File: config.mk
export PLATFORM = sky130hd
export DESIGN_NAME = instruction_fetch_unit
export DESIGN_NICKNAME = d
export VERILOG_FILES = /design/src/rtl/instruction_fetch_unit.sv
export SDC_FILE = /design/constraint.sdc
export NUM_CORES = 1
export LEC_CHECK = 0
export CORE_UTILIZATION = 41
export DETAILED_ROUTE_END_ITERATION = 8
export GPL_ROUTABILITY_DRIVEN = 1
export GPL_TIMING_DRIVEN = 0
export PLACE_DENSITY_LB_ADDON = 0.3
export SKIP_LAST_GASP = 1
export SYNTH_ARGS = -nofsm -noshare
export SYNTH_HDL_FRONTEND = slang
export SYNTH_SLANG_ARGS = --single-unit
File: constraint.sdc
create_clock -name clk -period 1.5 [get_ports clk]
set_input_delay 0.15 -clock clk [delete_from_list [all_inputs] [get_ports clk]]
set_output_delay 0.15 -clock clk [all_outputs]
set_load 0.01 [all_outputs]
File: src/rtl/instruction_fetch_unit.sv
// rtl/instruction_fetch_unit.sv - PC register, ROM addressing and single-entry IF/ID output buffer
module instruction_fetch_unit #(
    parameter logic [31:0] RESET_PC = 32'h0000_0000,
    parameter logic [31:0] PC_STEP  = 32'd4
) (
    input  logic        clk,
    input  logic        reset,
    output logic [31:0] rom_address,
    input  logic [31:0] rom_data,
    input  logic        redirect_valid,
    input  logic [31:0] redirect_pc,
    output logic        out_valid,
    input  logic        out_ready,
    output logic [31:0] out_instr,
    output logic [31:0] out_pc,
    output logic        fetch_misaligned,
    output logic [31:0] fetch_count
);

    typedef enum logic {
        FETCH = 1'b0,
        HALT  = 1'b1
    } state_t;

    state_t      state;
    logic [31:0] pc;
    logic        target_misaligned;

    assign rom_address       = pc;
    assign target_misaligned = (redirect_pc[1:0] != 2'b00);

    always_ff @(posedge clk) begin
        if (!reset) begin
            state            <= FETCH;
            pc               <= RESET_PC;
            out_valid        <= 1'b0;
            out_instr        <= 32'h0;
            out_pc           <= 32'h0;
            fetch_misaligned <= 1'b0;
            fetch_count      <= 32'h0;
        end else begin
            // A handshake only counts when the word is not being flushed.
            if (out_valid && out_ready && !redirect_valid) begin
                fetch_count <= fetch_count + 32'd1;
            end
            case (state)
                FETCH: begin
                    if (redirect_valid) begin
                        out_valid <= 1'b0;
                        pc        <= redirect_pc;
                        if (target_misaligned) begin
                            fetch_misaligned <= 1'b1;
                            state            <= HALT;
                        end else begin
                            fetch_misaligned <= 1'b0;
                        end
                    end else if (!out_valid || out_ready) begin
                        out_instr <= rom_data;
                        out_pc    <= pc;
                        out_valid <= 1'b1;
                        pc        <= pc + PC_STEP;
                    end
                end
                HALT: begin
                    out_valid <= 1'b0;
                    if (redirect_valid) begin
                        pc <= redirect_pc;
                        if (!target_misaligned) begin
                            fetch_misaligned <= 1'b0;
                            state            <= FETCH;
                        end
                    end
                end
                default: state <= FETCH;
            endcase
        end
    end

endmodule

### After elaboration in Yosys (flattened, before gate mapping)

Cells that the tools add are included.

* add/subtract/negate cells: 2
* equality and inequality tests: 4
* multiplexer cells: 15
* bitwise operators: 2
* reductions and logical operators: 9

Operators with widths (number)
* 32-bit 2-to-1 mux: 3
* 32-bit one-hot mux with 2 select lines: 1
* 32-bit by 1-bit adder with 32-bit output, second input constant: 1
* 32-bit by 3-bit adder with 32-bit output, second input constant: 1
* 1-bit 2-to-1 mux: 8
* 2-bit != test, second input constant: 3
* 1-bit one-hot mux with 2 select lines: 3
* 3-bit AND reduction: 2
* 3-bit != test, second input constant: 1
* 1-bit logical AND: 2
* 1-bit zero test: 2
* 1-bit NOT: 2
* 2-bit AND reduction: 1
* 2-bit nonzero test: 1
* 1-bit logical OR: 1

* register bits after elaboration: 131
* input port bits: 68
* logic and storage cells: 39

### Logic depth before layout (Yosys ltp)

* depth after elaboration: 5
* depth in mapped cells: 8
* depth with buffers taken out: 6

### Least setup slack after synthesis

Ideal clock, no wire load.

* path kind: reg2reg
* from: register fetch_count[10]
* to: register fetch_count[31]
* arrival: 1547 ps
* required time: 1368 ps
* path slack: -179 ps
* stages on the path, launching flop included: 7
* path buffers: 1
* path through: dfxtp_1 -> nand3_1 -> or3_1 -> buf_4 -> nor3_1 -> a31o_2 -> a21oi_1

* longest elaborated chain between the ends: 1

RTL lines
* start: declaration: RTL line 17 `output logic [31:0] fetch_count`
* start signal: assignment: RTL line 44 `fetch_count <= fetch_count + 32'd1;`
* 32-bit by 1-bit adder with 32-bit output: RTL line 44

No other way between the ends.
A chain may end at the register's enable or synchronous reset.

### Final worst setup path

* from: register pc[6] (netlist: rom_address[6])
* to: register pc[23] (netlist: rom_address[23])

* longest elaborated chain between the ends: 4

RTL lines
* start: declaration: RTL line 26 `logic [31:0] pc;`
* start signal: assignment: RTL line 50 `pc <= redirect_pc;`
* start signal: assignment: RTL line 61 `pc <= pc + PC_STEP;`
* start signal: assignment: RTL line 67 `pc <= redirect_pc;`
* 32-bit by 3-bit adder with 32-bit output: RTL line 61
* 32-bit 2-to-1 mux: RTL line 57 `end else if (!out_valid || out_ready) begin`
* 32-bit 2-to-1 mux: RTL line 48 `if (redirect_valid) begin`
* 32-bit one-hot mux with 2 select lines: RTL line 46 `case (state)`

No other way between the ends. The select of a mux whose other input is x is not followed.

==> impl_metrics.toml <==
[critical_path]
reg2reg_depth = 8
rrSetupSlack_ps = -310
critPathKind = "reg2reg"
start_kind = "register"
worstPathArrival_ps = 2110
worstSetupEndpointType = "register"
r2r_end = "rom_address[23]"
cp_data_required_time_ps = 1800
critPathMaxFanout = 5
rr_startpoint = "rom_address[6]"

[placed_design]
portBuffers = 196
dpl.cell_count = 1051
placed_cell_area_sq_um = 8020
hpwl_um = 12400
post-place-ws_ps = -715
gp_congestion = 0.843

[synth]
synthCells = 679
yosysMostFrequentCell = "nand2_1"
ys_warn_count = 0
synthArstFlopShare_pct = 0
yosysSeqAreaShare_pct = 47.0
synth_edf_count = 0
syn_avg_cell_area_sq_um = 8.21
yosysUniqueCellTypes = 53
ys_ff_latch = 131
synth_flop_cell = "dfxtp_1"
synthTopCellsByCount = "nand2_1 (154), dfxtp_1 (131), a21oi_1 (81)"
synth_top_area_share_pct = 47.0
yosysTopAreaCell = "dfxtp_1"
netlist_area_sq_um = 5570
synth_nets = 749
ys_top_cells_by_area = "dfxtp_1 (47%), nand2_1 (10%), a21oi_1 (7.3%)"

[drt]
first_pass_iters = 7
viasPerCell = 5.65
wl_per_cell_um = 19.8
ant_nets = 0
wl_um = 23000
num_vias = 6577
drc = 0
first_iter_violations = 622

[global_routing]
gr-total-overflow = 0
grt_pass1_vias = 6042
grt_max_degree = 17
grt_usage_pct = 28.0
grt_pass1_wl_um = 30900
antenna_found_initial = 1

[hold_path]
hp-class = "in2reg"
holdPathEnd = "rom_address[22]"
holdCritStartpoint = "redirect_valid"
min_path_cells = 4

[timing]
max_slew.worst_pin.slew_ps = 771
slew_headroom_pct = 48.6
fin_crit_sh_pct = 121
finalHoldWorstSlack_ps = 161
hold_viol_final = 0
final_max_slew_viol_count = 0
finalSetupViolCount = 132
min_period_ps = 1810
setup_slack_ps = -309
rsz0062_at_grt = "yes"
skew_ps = 9.95
clock.fmax_mhz = 553

[clock_network]
cts.sinks = 131
insertion_delay_ps = 440
cts_made_buffers = 17
cts_tree = "built"
htreeDepth = 4
clock-root-buffer = "clkbuf_16"
cts.hold.buffers_added = 0
cts_buffer_depth = 2
clk_pin_slew_ps = 60

[layout]
multi_input_comb_area_sq_um = 3710
fill_cells = 782
nNetsFinal = 1045
fin_area_sq_um = 10600
drive_gt1_share_pct = 35.2
seqCellArea_sq_um = 2720
area_delta_synth_final_pct = 90.7
fin_cells = 1165

[power_and_ir_drop]
p_total_mw = 9.85
cellPowerDensity_nw_per_um2 = 927
leakage_nw = 4.79
ir_drop_mv = 0.770

[floorplanning]
rows = 42
initial_core_util_pct = 42.1
dieArea_sq_um = 14100
io_pins = 198
die_x_um = 119
die_y_um = 119
coreArea_sq_um = 13200

[status]
violations = "negative setup slack"
status = "complete, but fails checks"

[job]
drv_cap = 0
[how the worst max path moves through the flow]
stage | from | end | slack (ps) | cells after the start
2_1_floorplan | rom_address[7] | rom_address[21] | -40 | 6
3_3_place_gp | out_ready | out_pc[6] | -680 | 8
3_5_place_dp | out_ready | out_instr[27] | -710 | 8
4_1_cts | out_valid | rom_address[29] | -210 | 6
5_1_grt | rom_address[4] | rom_address[23] | -370 | 9
6_report | rom_address[6] | rom_address[23] | -310 | 8
[through the flow]
stage | setup TNS (ps) | util, %
CTS | -7390 | 71.7
finish | -11800 | 80.3
global placement | -60020 | 60.5
detailed placement | -61490 | 60.5
global route | -18690 | 80.3
floorplan | -252 | -
[power breakdown]
part / internal, mW / switching [mW] / total, mW
combinational: 0.773 / 0.742 / 1.52
sequential: 3.62 / 0.166 / 3.79
clock: 2.96 / 1.58 / 4.54
total: 7.36 / 2.49 / 9.85
[critical path: stages, from the launching register on]
cell and delay [ps]:
dfxtp_2 400, inv_1 160, nor4_4 340, buf_4 180, buf_6 110, buf_4 110, a41oi_2 100, o21ai_1 200
a21oi_1 90
[timing repair]
action,in CTS,in global routing
setup endpoints to repair,161,151
setup buffers,47,31
gates resized for setup,156,242
gates cloned,7,4
pin swaps,55,137
[metal layers]
metal  vias to the layer above  track usage, %  routed length (um)
li1                       2935               -                   -
met1                      3149            32.7                8850
met2                       411            46.2               11400
met3                        82            9.03                1980
met4                         0            13.8                 800
met5                         -               0                   0
[kinds of logic after synthesis]
| family | after synthesis | share of synthesized area [%] |
|---|---|---|
| fa+ha+maj | 2 | 0.449 |
| xor+xnor | 43 | 6.76 |
| flops | 131 | 47.0 |
| compound gates | 131 | 13.5 |
| simple gates | 304 | 26.3 |
| mux | 6 | 1.08 |
| buf+inv | 62 | 4.92 |
[layout make-up]
class	count	share of cell area [%]
buffer	45	3.72
antenna	1	0.0235
multi-input combinational	486	34.9
tap	176	2.07
sequential	131	25.6
inverter	14	0.494
timing repair buffer	280	27.0
clock inverter	7	0.801
clock buffer	25	5.37
[cells in the final DEF (no fill, tap or decap), types with 16 or more instances in the layout]
cell / n
xnor2_1: 23
dfxtp_2: 29
clkbuf_16: 26
nand2_4: 38
clkbuf_1: 16
dfxtp_4: 17
a21oi_2: 46
dfxtp_1: 85
buf_4: 58
nand2_1: 114
buf_6: 22
dlymetal6s2s_1: 22
a21oi_1: 35
clkdlybuf4s50_1: 130
dlygate4sd2_1: 44
nor2_1: 47
[state kept, by name (all words and copies together) (netlist names), named ones only]
register,cells
fetch_count,32
out_instr,32
out_pc,32
rom_address,32
fetch_misaligned,1
out_valid,1
No activity file was read; power rests on OpenSTA's default activity.
